[src/rtl/aes_word_io.sv]
// Word-serial packer/unpacker around a pipelined AES-128 encryption core.
// Build macro AES_IO_IDLE_ZERO_EN: drive core_state to zero outside issue cycles.
module aes_word_io #(
  parameter int unsigned CORE_LATENCY = 21,
  parameter int unsigned FIFO_DEPTH   = 4
) (
  input  logic         clk,
  input  logic         rst,
  input  logic         in_valid,
  output logic         in_ready,
  input  logic [31:0]  in_data,
  input  logic         in_key,
  output logic [127:0] core_state,
  output logic [127:0] core_key,
  input  logic [127:0] core_out,
  output logic         out_valid,
  input  logic         out_ready,
  output logic [31:0]  out_data,
  output logic         out_last,
  output logic         busy
);
  localparam int unsigned PW = $clog2(FIFO_DEPTH);
  localparam int unsigned CW = $clog2(FIFO_DEPTH + 1);
  localparam int unsigned SW = CW + 2;

  logic [1:0]              cnt_q, cnt_d;
  logic                    type_q, type_d;
  logic [95:0]             buf_q, buf_d;
  logic [127:0]            state_q, state_d, key_q, key_d;
  logic                    issue_q, issue_d;
  logic [CORE_LATENCY-1:0] vld_sr_q, vld_sr_d;
  logic [CW-1:0]           inflight_q, inflight_d, fcnt_q, fcnt_d;
  logic [PW-1:0]           wr_ptr_q, wr_ptr_d, rd_ptr_q, rd_ptr_d;
  logic [127:0]            mem_q [FIFO_DEPTH];
  logic [1:0]              oidx_q, oidx_d;
  logic                    ovalid_q, ovalid_d, olast_q, olast_d;
  logic                    busy_q, busy_d, rdy_q, rdy_d;
  logic [31:0]             odata_q, odata_d;
  logic                    accept, push, pop;
  logic [127:0]            head;

  assign accept     = in_valid & in_ready;
  assign push       = vld_sr_q[CORE_LATENCY-1];
  assign pop        = ovalid_q & out_ready & (oidx_q == 2'd3);
  assign in_ready   = ~rst & rdy_q;
  assign core_state = state_q;
  assign core_key   = key_q;
  assign out_valid  = ovalid_q;
  assign out_data   = odata_q;
  assign out_last   = olast_q;
  assign busy       = busy_q;

  // Next-state: input assembly, valid tracking, result FIFO and output serializer
  always_comb begin
    cnt_d   = cnt_q;
    type_d  = type_q;
    buf_d   = buf_q;
    key_d   = key_q;
`ifdef AES_IO_IDLE_ZERO_EN
    state_d = '0;
`else
    state_d = state_q;
`endif
    issue_d = 1'b0;
    if (accept) begin
      cnt_d = cnt_q + 2'd1;
      unique case (cnt_q)
        2'd0: begin
          buf_d[95:64] = in_data;
          type_d       = in_key;
        end
        2'd1: buf_d[63:32] = in_data;
        2'd2: buf_d[31:0]  = in_data;
        default: begin
          if (type_q) begin
            key_d = {buf_q, in_data};
          end else begin
            state_d = {buf_q, in_data};
            issue_d = 1'b1;
          end
        end
      endcase
    end

    vld_sr_d   = (vld_sr_q << 1) | CORE_LATENCY'(issue_q);
    inflight_d = inflight_q + CW'(issue_q) - CW'(push);
    fcnt_d     = fcnt_q + CW'(push) - CW'(pop);
    wr_ptr_d   = wr_ptr_q + PW'(push);
    rd_ptr_d   = rd_ptr_q + PW'(pop);
    oidx_d     = (ovalid_q && out_ready) ? oidx_q + 2'd1 : oidx_q;

    // A result landing in an otherwise empty FIFO becomes the head directly
    head     = (push && ((fcnt_q - CW'(pop)) == '0)) ? core_out : mem_q[rd_ptr_d];
    ovalid_d = (fcnt_d != '0);
    odata_d  = '0;
    if (ovalid_d) begin
      unique case (oidx_d)
        2'd0:    odata_d = head[127:96];
        2'd1:    odata_d = head[95:64];
        2'd2:    odata_d = head[63:32];
        default: odata_d = head[31:0];
      endcase
    end
    olast_d = ovalid_d && (oidx_d == 2'd3);
    busy_d  = (cnt_d != 2'd0) || (inflight_d != '0) || (fcnt_d != '0) || issue_d;
    // Plaintext word 3 waits until its result is guaranteed a FIFO slot
    rdy_d   = !((cnt_d == 2'd3) && !type_d &&
                ((SW'(inflight_d) + SW'(fcnt_d) + SW'(issue_d)) >= SW'(FIFO_DEPTH)));
  end

  always_ff @(posedge clk) begin
    if (rst) begin
      cnt_q      <= '0;
      type_q     <= 1'b0;
      buf_q      <= '0;
      state_q    <= '0;
      key_q      <= '0;
      issue_q    <= 1'b0;
      vld_sr_q   <= '0;
      inflight_q <= '0;
      fcnt_q     <= '0;
      wr_ptr_q   <= '0;
      rd_ptr_q   <= '0;
      oidx_q     <= '0;
      ovalid_q   <= 1'b0;
      odata_q    <= '0;
      olast_q    <= 1'b0;
      busy_q     <= 1'b0;
      rdy_q      <= 1'b1;
    end else begin
      cnt_q      <= cnt_d;
      type_q     <= type_d;
      buf_q      <= buf_d;
      state_q    <= state_d;
      key_q      <= key_d;
      issue_q    <= issue_d;
      vld_sr_q   <= vld_sr_d;
      inflight_q <= inflight_d;
      fcnt_q     <= fcnt_d;
      wr_ptr_q   <= wr_ptr_d;
      rd_ptr_q   <= rd_ptr_d;
      oidx_q     <= oidx_d;
      ovalid_q   <= ovalid_d;
      odata_q    <= odata_d;
      olast_q    <= olast_d;
      busy_q     <= busy_d;
      rdy_q      <= rdy_d;
    end
  end

  // Result storage; occupancy is tracked by fcnt_q so no reset is needed
  always_ff @(posedge clk) begin
    if (!rst && push) begin
      mem_q[wr_ptr_q] <= core_out;
    end
  end

  a_no_overflow: assert property (@(posedge clk) disable iff (rst)
    !(push && (fcnt_q == CW'(FIFO_DEPTH))))
    else $error("aes_word_io: result pushed into full FIFO");

endmodule

[config.mk]
export PLATFORM = sky130hd
export DESIGN_NAME = aes_word_io
export DESIGN_NICKNAME = d
export VERILOG_FILES = /design/src/rtl/aes_word_io.sv
export SDC_FILE = /design/constraint.sdc
export NUM_CORES = 1
export LEC_CHECK = 0
export ABC_AREA = 1
export BUFFER_PORTS_ARGS = -buffer_cell sky130_fd_sc_hd__buf_2
export CORE_ASPECT_RATIO = 0.6
export CORE_MARGIN = 2
export CORE_UTILIZATION = 40
export CTS_CLUSTER_SIZE = 8
export DETAILED_ROUTE_END_ITERATION = 6
export HOLD_SLACK_MARGIN = 0.15
export SLEW_MARGIN = 40
export SYNTH_ARGS = -nofsm -noshare
export SYNTH_HDL_FRONTEND = slang
export SYNTH_SLANG_ARGS = --single-unit
[constraint.sdc]
create_clock -name clk -period 12.7 [get_ports clk]
set_input_delay 2.54 -clock clk [delete_from_list [all_inputs] [get_ports clk]]
set_output_delay 2.54 -clock clk [all_outputs]
set_load 0.01 [all_outputs]
Word level (Yosys, flattened, before mapping)
Memory sizes are Yosys's and may differ from the RTL's. Cells that the tools add are included.

Input bits: 165. Register bits: 425. Memories: 1. Memory bits (writable): 512.

Mux-type cells: 11. Bitwise operators: 9. $add $sub $neg: 11. Reduce and logical (&&, ||, !) cells: 25. Equal/unequal tests: 7. Magnitude comparators: 1.

Memory list: mem_q (words 4, width 128, read ports 1, clocked after memory_dff 0, wr ports 1, line 34) `logic [127:0] mem_q [FIFO_DEPTH];`.

Operators with widths (number): $mux 128 (1); $pmux 32 s3 (1); $or 21x1->21 (1); $eq 2x2->1 const B (5); $sub 3x1->3 (3); $mux 1 (7); $add 3x1->3 (2); $logic_and 1x1->1 (6); $reduce_and 2->1 (3); $reduce_and 3->1 (2); $reduce_bool 3->1 (2); $add 4x1->5 (1); $ge 5x3->1 const B (1); $add 2x1->2 (2); $add 2x1->2 const B (2); $add 3x3->4 (1); $and 1x1->1 (4); $eq 2x1->1 const B (2); $logic_not 2->1 (2); $mux 2 (2); $not 1->1 (4); $logic_not 1->1 (3); $logic_not 3->1 (1); $logic_or 1x1->1 (3); 3 further kinds (3).

Logic depth before layout (Yosys ltp)
Gate-level depths: netlist (run 1).

Depth in word-level cells: 8. Gate-level depth with buffers: 17.

Least setup slack after synthesis (run 1)
No wires, ideal clock.

Kind: input to register. Start point: input rst. End point: memory mem_q[0][0] (enable). Stages on the path: 5. Data required time: 11927 ps. Setup slack: 253 ps. Data arrival time: 11674 ps. Buffers on the path: 2. Library setup time: 773 ps. Path through: inv_1 -> buf_2 -> buf_2 -> nand2_1 -> nor3_1.

Word-level cells in the longest chain between the ends: 4.

Ends and longest elaborated chain: start, declared (line 8) `input logic rst,`; $logic_not 1->1 (line 153) `if (!rst && push) begin`; $logic_and 1x1->1 (line 153); $mux 1 (line 153); $mux 1 (not written as such) (line 154) `mem_q[wr_ptr_q] <= core_out;`; end, declared (line 34).

Every way passes these cells.

Worst setup path after layout (run 1)
Start point: input rst. End point: output in_ready.

Word-level cells in the longest chain between the ends: 2.

Ends and longest elaborated chain: $not 1->1 (line 45) `assign in_ready = ~rst & rdy_q;`; $and 1x1->1 (line 45); end, declared (line 10) `output logic in_ready,`.

Every way passes these cells.

==> metrics.txt, run 1 <==
switching share of power 21.3%; Final min period 5.75 ns; sequential fraction of design power 48.6%; reg2reg start oidx_q[0]$_SDFF_PP0_; Initial DRC Count 3,148; syn avg cell area 8.78 µm²; static leakage 21.1 nW; DR vias/cell 4.84; Worst EP required 10.16 ns; Peak VDD IR 0.112 mV; maximum root-to-sink buffer count 3; Int Power 0.00522 W; initial antenna violation count 28; total track usage 22.8%; unrepaired setup endpoints after global routing false; Sink Count 937; FP Rows 88; Worst EP arrival 3.21 ns; PortBufs 456; Clock Latency Late Sink 0.74 ns; Cell Area, Synth 38,500 µm²; Worst slew margin 42.9%; CP Max Fanout 40; Netlist cell types 30; Synth Register Bits 937; Hold Fails Final Rpt 0; post-synthesis sequential area ratio 62.1%; HPWL after DPL 69,500 µm; synth warn 0; Post-CTS Setup Bufs 0; post-cts sizing count 0; CP startpoint rst; area delta synth->final 18.3%; EDFF count, synth 512; total grt overflow 0; CTS tree done; DRC 0; Post-Syn Instances 4,382; layout net count 4,938; Fillers 9,073; HP Class reg2reg; clock root cell clkbuf_16; power share of the combinational group 2.4%; pwr dens 146 nW/µm²; Total Power 0.00663 W; final slew viol count 0; Max-Cap Viols 0; hold_ws 0.380 ns; GP Congestion 0.836; drt pass-1 iters 6; end of the critical path in_ready; Inst Count DP 5,879; crit path launch type primary input; cell breakdown of the critical path buf_4, nor2_4, buf_2; CTS Hold Bufs 0; Vias 29,402; TritonCTS buffer count 135; crit path max-delay cell type buf_4; Clock Skew 0.0384 ns; DIE WIDTH 404 µm; Worst Max-Slew Pin Slew 0.857 ns; Cell Count, Final, Fillers Out 6,078; DIE HEIGHT 244 µm; synthesized net count 4,563; Die ar. 98,800 µm²; hold_sp vld_sr_q[17]$_SDFF_PP0_; Crit Reg-Reg Endpoint out_data[18]$_SDFF_PP0_; worst r2r path cells 16; period utilization 45.3%; status finished, final reports clean; largest net degree at the start of global routing 228; Primary FF master, synth edfxtp_1; Starting Density 40.2%; crit path kind in2out; H-tree depth 4; final setup fails 0; DR WL/cell 19.0 µm; core area 95,700 µm²; layout cell share with drive strength beyond 1 14.0%; Fmax achieved 174 MHz; Post-synth ARST share 0%; first-pass GRT wire length 170,000 µm; clock-pin slew on the worst setup and hold paths 0.05 ns; Crit path largest cell delay 0.39 ns; Detail Route Antenna Nets 0; IO Pins 457; Switching Power 0.00142 W; setup TNS 0 ns; clock share of power 49.0%; Crit. End Element primary output; vias in the first global route 26,413; FF-to-FF setup slack 8.33 ns; final wirelength 115,000 µm
-- layout by cell type (no fill, tap or decap), types with 5 or more instances in the layout --
cell | netlist | layout
clkbuf_1 | 97 | 40
buf_16 | 0 | 6
nand3_1 | 195 | 195
nand2_1 | 1435 | 1430
nor2_1 | 241 | 240
inv_1 | 598 | 594
diode_2 | 0 | 11
buf_6 | 1 | 7
dfxtp_1 | 425 | 425
a21oi_1 | 289 | 289
buf_12 | 0 | 5
ha_1 | 14 | 13
nor2_4 | 3 | 5
inv_6 | 0 | 5
nand3b_1 | 32 | 32
o21ai_0 | 351 | 351
clkbuf_16 | 0 | 138
buf_4 | 14 | 21
inv_2 | 4 | 5
edfxtp_1 | 512 | 512
buf_2 | 134 | 455
-- state kept, by name, indices dropped and copies added (netlist names) --
| name | count |
|---|---|
| buf_q | 96 |
| busy | 1 |
| cnt_q | 2 |
| core_key | 128 |
| core_state | 128 |
| fcnt_q | 3 |
| inflight_q | 3 |
| issue_q | 1 |
| mem_q | 512 |
| oidx_q | 2 |
| out_data | 32 |
| out_last | 1 |
| out_valid | 1 |
| rd_ptr_q | 2 |
| rdy_q | 1 |
| type_q | 1 |
| vld_sr_q | 21 |
| wr_ptr_q | 2 |
-- worst max-delay path, delay by kind of cell --
| family | cells | cell delay, ns |
|---|---|---|
| buffers and inverters | 2 | 0.57 |
| AND/OR/NAND/NOR | 1 | 0.09 |
-- cells in the mapped netlist, types with 14 or more instances --
library cell | instances | area, µm²
nor2_1 | 241 | 905
nand3_1 | 195 | 976
inv_1 | 598 | 2240
buf_2 | 134 | 671
nand2_1 | 1435 | 5390
edfxtp_1 | 512 | 15400
o21ai_0 | 351 | 1760
dfxtp_1 | 425 | 8510
nand3b_1 | 32 | 240
buf_4 | 14 | 105
a21oi_1 | 289 | 1450
clkbuf_1 | 97 | 364
ha_1 | 14 | 175
-- per-layer routing --
layer  vias up  track usage [%]  share of wire, %
met3       175             6.55               9.6
li1      14580                -                 -
met1     13557             33.8                46
met2      1086             31.8                42
met4         4             7.36               2.4
met5         -                0             0.019
-- worst min-delay path by stage --
stage | end | slack (ns) | cells after the start
CTS | vld_sr_q[18]$_SDFF_PP0_ | 0.39 | 2
global route | vld_sr_q[18]$_SDFF_PP0_ | 0.41 | 2
floorplan | vld_sr_q[10]$_SDFF_PP0_ | 0.39 | 2
finish | vld_sr_q[18]$_SDFF_PP0_ | 0.38 | 2
global placement | vld_sr_q[3]$_SDFF_PP0_ | 0.39 | 2
detailed placement | vld_sr_q[8]$_SDFF_PP0_ | 0.40 | 2
-- cell families after synthesis --
logic type,Yosys count,share of synthesized area (%)
AND/OR/NAND/NOR,1920,19.9
flip-flops,937,62.1
buffers and inverters,859,8.97
AO/OA/AOI/OAI,643,8.37
adder cells (fa/ha/maj),16,0.559
XOR/XNOR,7,0.179
-- stage by stage --
| step | worst slack [ns] | util, % | area, µm² |
|---|---|---|---|
| floorplan | 0.253 | - | 38500 |
| global placement | 6.14 | 43.4 | 41500 |
| detailed placement | 6.12 | 43.6 | 41700 |
| CTS | 6.66 | 47.5 | 45500 |
| global route | 6.70 | 47.6 | 45500 |
| finish | 6.95 | 47.6 | 45500 |
-- power groups by stage --
stage | sequential (W) | clock [W] | combinational [W]
floorplan | 0.00329 | 0 | 0.0000600
global placement | 0.00328 | 0 | 0.000151
detailed placement | 0.00328 | 0 | 0.000153
CTS | 0.00322 | 0.00331 | 0.000154
global route | 0.00322 | 0.00345 | 0.000171
finish | 0.00322 | 0.00325 | 0.000156
-- final cells by class --
type                    instances  area [µm²]  share of cell area, %
flip-flops and latches        937       23900                   52.5
multi-input cells            2586       11200                   24.7
clock buffers                 178        3600                   7.92
repair buffers                495        2790                   6.14
inverters                     602        2270                   5.00
well taps                    1260        1580                   3.46
clock inverters                 9         116                  0.256
diodes                         11        27.5                 0.0605
Power figures use the tool's default switching activity.
==> inputs of run 2 (changes only) <==
--- a/config.mk
+++ b/config.mk
@@ -5,7 +5,7 @@
 export SDC_FILE = /design/constraint.sdc
 export NUM_CORES = 1
 export LEC_CHECK = 0
-export ABC_AREA = 1
+export ABC_AREA = 0
 export BUFFER_PORTS_ARGS = -buffer_cell sky130_fd_sc_hd__buf_2
 export CORE_ASPECT_RATIO = 0.6
 export CORE_MARGIN = 2
==> constraint.sdc (replaced) <==
create_clock -name clk -period 4.7 [get_ports clk]
set_input_delay 0.94 -clock clk [delete_from_list [all_inputs] [get_ports clk]]
set_output_delay 0.94 -clock clk [all_outputs]
set_load 0.01 [all_outputs]
==> metrics.txt, run 2 <==
total grt overflow 0 (unchanged); FP Rows 83 (was 88); Starting Density 40.4% (was 40.2%); Synth top cells by count 805 x nand2_1, 512 x edfxtp_1, 425 x dfxtp_1, 404 x a21oi_1, 131 x clkbuf_1 (was 1,435 x nand2_1, 598 x inv_1, 512 x edfxtp_1, 425 x dfxtp_1, 351 x o21ai_0); Final min period 3.50 ns; clock root cell clkbuf_16 (unchanged); clock-pin slew on the worst setup and hold paths 0.05 ns (about the same); Sink Count 937 (unchanged); Switching Power 0.00390 W (was 0.00142 W); Initial DRC Count 2,484 (was 3,148); total track usage 22.1% (was 22.8%); Worst EP required 5.32 ns (was 10.16 ns); top layer in use met5 (unchanged); Total Power 0.0181 W (was 0.00663 W); Die ar. 88,900 µm² (was 98,800 µm²); Worst slew margin 42.8% (was 42.9%); most frequent cells in the layout 805 x nand2_1, 512 x edfxtp_1, 455 x buf_2, 425 x dfxtp_1, 404 x a21oi_1 (was 1,430 x nand2_1, 594 x inv_1, 512 x edfxtp_1, 455 x buf_2, 425 x dfxtp_1); status finished, final reports clean (unchanged); switching share of power 21.6% (was 21.3%); met1 wire length 44,500 µm (was 52,900 µm); synth warn 0 (unchanged); Netlist cell types 51 (was 30); leading cell type in the layout, fill and taps excluded nand2_1 (unchanged); IO Pins 457 (unchanged); syn avg cell area 12.7 µm² (was 8.78 µm²); sequential fraction of design power 48.1% (was 48.6%); DRC 0 (unchanged); CTS Hold Bufs 0 (unchanged); Crit. End Element register (was primary output); WL met2 44,300 µm (was 48,500 µm); layout cell share with drive strength beyond 1 24.8% (was 14.0%); Primary FF master, synth edfxtp_1 (unchanged); final wirelength 99,600 µm (was 115,000 µm); clock share of power 49.8% (was 49.0%); Clock Skew 0.0312 ns (was 0.0384 ns); initial antenna violation count 14 (was 28); area delta synth->final 22.3% (was 18.3%); drt pass-1 iters 6 (unchanged); max reg flops 512 (unchanged); count leader, synth nand2_1 (unchanged); crit path launch type register (was primary input); Worst EP arrival 4.12 ns (was 3.21 ns); WL met3 8140 µm (was 11,100 µm); maximum root-to-sink buffer count 3 (unchanged); crit path kind reg2reg (was in2out); DIE WIDTH 384 µm (was 404 µm); largest cells by area after synthesis edfxtp_1 44%, dfxtp_1 25%, nand2_1 8.7% (was edfxtp_1 40%, dfxtp_1 22%, nand2_1 14%); Detail Route Antenna Nets 0 (unchanged); Cell Area, Synth 34,600 µm² (was 38,500 µm²); first-pass GRT wire length 147,000 µm (was 170,000 µm); CP Max Fanout 20 (was 40); Int Power 0.0142 W (was 0.00522 W); vias in the first global route 22,154 (was 26,413); pwr dens 427 nW/µm² (was 146 nW/µm²); Post-CTS Setup Bufs 0 (unchanged); H-tree depth 4 (unchanged); power share of the combinational group 2.1% (was 2.4%); Post-synth ARST share 0% (unchanged); Peak VDD IR 0.320 mV (was 0.112 mV); TritonCTS buffer count 135 (unchanged); layout net count 3,358 (was 4,938); post-synth top area cell edfxtp_1 (unchanged); final slew viol count 0 (unchanged); HP Class in2reg (was reg2reg); Hold Fails Final Rpt 0 (unchanged); Worst Max-Slew Pin Slew 0.858 ns (was 0.857 ns); HPWL after DPL 60,700 µm (was 69,500 µm); Clock Latency Late Sink 0.74 ns (about the same); period utilization 74.5%; top cell type's share of synthesized area 44.4% (was 40.0%); DR vias/cell 5.31 (was 4.84); Vias 23,385 (was 29,402); DIE HEIGHT 232 µm (was 244 µm); Fmax achieved 286 MHz; GP Congestion 0.859 (was 0.836); setup slack after layout 1.20 ns (was 6.95 ns); core area 85,600 µm² (was 95,700 µm²); EDFF count, synth 512 (unchanged); Post-Syn Instances 2,723 (was 4,382); unrepaired setup endpoints after global routing false (unchanged); post-cts sizing count 0 (unchanged); synthesized net count 2,904 (was 4,563); Max-Cap Viols 0 (unchanged); Fillers 7,640 (was 9,073); FF-to-FF setup slack 1.20 ns (was 8.33 ns); post-synthesis sequential area ratio 69.0% (was 62.1%); Synth Register Bits 937 (unchanged); static leakage 15.1 nW (was 21.1 nW); PortBufs 456 (unchanged); largest net degree at the start of global routing 184 (was 228); largest reg by FF count mem_q (unchanged); Post-Place Worst Slack 0.865 ns (was 6.12 ns); final setup fails 0 (unchanged); CTS tree done (unchanged); DR WL/cell 22.6 µm (was 19.0 µm)
run 2: changes by cell type in the layout (fill, tap and decap cells not counted), moves of 32 or more:
cell,previous run,this run
a21oi_1,289,404
inv_1,594,11
mux4_2,0,128
nand2_1,1430,805
nand3_1,195,24
nor2_1,240,9
nor2b_1,0,32
o21ai_0,351,1
run 2: worst paths after layout:
| check | start | end | cells past startpoint |
|---|---|---|---|
| worst max-delay path | oidx_q[0]$_SDFF_PP0_ | out_data[26]$_SDFF_PP0_ | 11 |
| worst min-delay path | core_out[12] | mem_q[2][12]$_DFFE_PP_ | 1 |
| worst max register to register | oidx_q[0]$_SDFF_PP0_ | out_data[26]$_SDFF_PP0_ | 11 |
| worst min register to register | vld_sr_q[18]$_SDFF_PP0_ | vld_sr_q[19]$_SDFF_PP0_ | 1 |
run 2: metal layers:
layer	track usage [%]	vias to the layer above
met5	0	-
met4	7.51	6
met3	6.10	189
met2	31.5	872
met1	32.3	11603
li1	-	10715
run 2: power by group through the flow:
stage	clock network (W)	logic (W)	registers, W
after global routing	0.00960	0.000397	0.00868
after CTS	0.00919	0.000366	0.00869
after floorplan	0	0.000119	0.00885
after global placement	0	0.000361	0.00885
after detailed placement	0	0.000365	0.00885
final	0.00900	0.000371	0.00869
run 2: worst max-delay path, cell delays in order (launching register included):
cell	delay (ns)
dfxtp_1	0.62
ha_1	0.28
and4_1	0.27
nor2_1	0.06
ha_1	0.21
fa_1	0.39
xnor3_1	0.40
or3_1	0.37
nand2b_1	0.14
inv_1	0.14
buf_4	0.29
and3_1	0.20
run 2: final cells by class:
cell class                      instances  area [µm²]  share of cell area (%)
Antenna cell                            9        22.5                  0.0532
Clock buffer                          189        3610                    8.53
Clock inverter                         15         323                   0.763
Inverter                               12        47.5                   0.112
Multi-Input combinational cell       1584        9970                    23.6
Sequential cell                       937       23900                    56.4
Tap cell                             1147        1440                    3.39
Timing Repair Buffer                  507        3030                    7.16
run 2: cell families (layout without fill, tap and decap cells):
kind of cell	count (synthesis)	in the layout	share of synthesized area (%)
AND/OR/NAND/NOR	934	934	10.9
AO/OA/AOI/OAI	495	495	8.23
other	0	9	0
adder cells (fa/ha/maj)	16	16	0.622
multiplexers	131	131	8.43
buffers and inverters	202	723	2.48
flip-flops	937	937	69.0
XOR/XNOR	8	8	0.242
run 2: through the flow:
step	cell area [µm²]	cells	hold slack, ns	util [%]	TNS (ns)
finish	42300	4400	0.419	49.5	0
global route	42300	4395	0.386	49.4	0
CTS	42300	4390	0.365	49.4	0
detailed placement	38300	4186	0.423	44.8	0
global placement	38300	4183	0.418	44.7	0
floorplan	34600	2723	0.414	-	-7.87
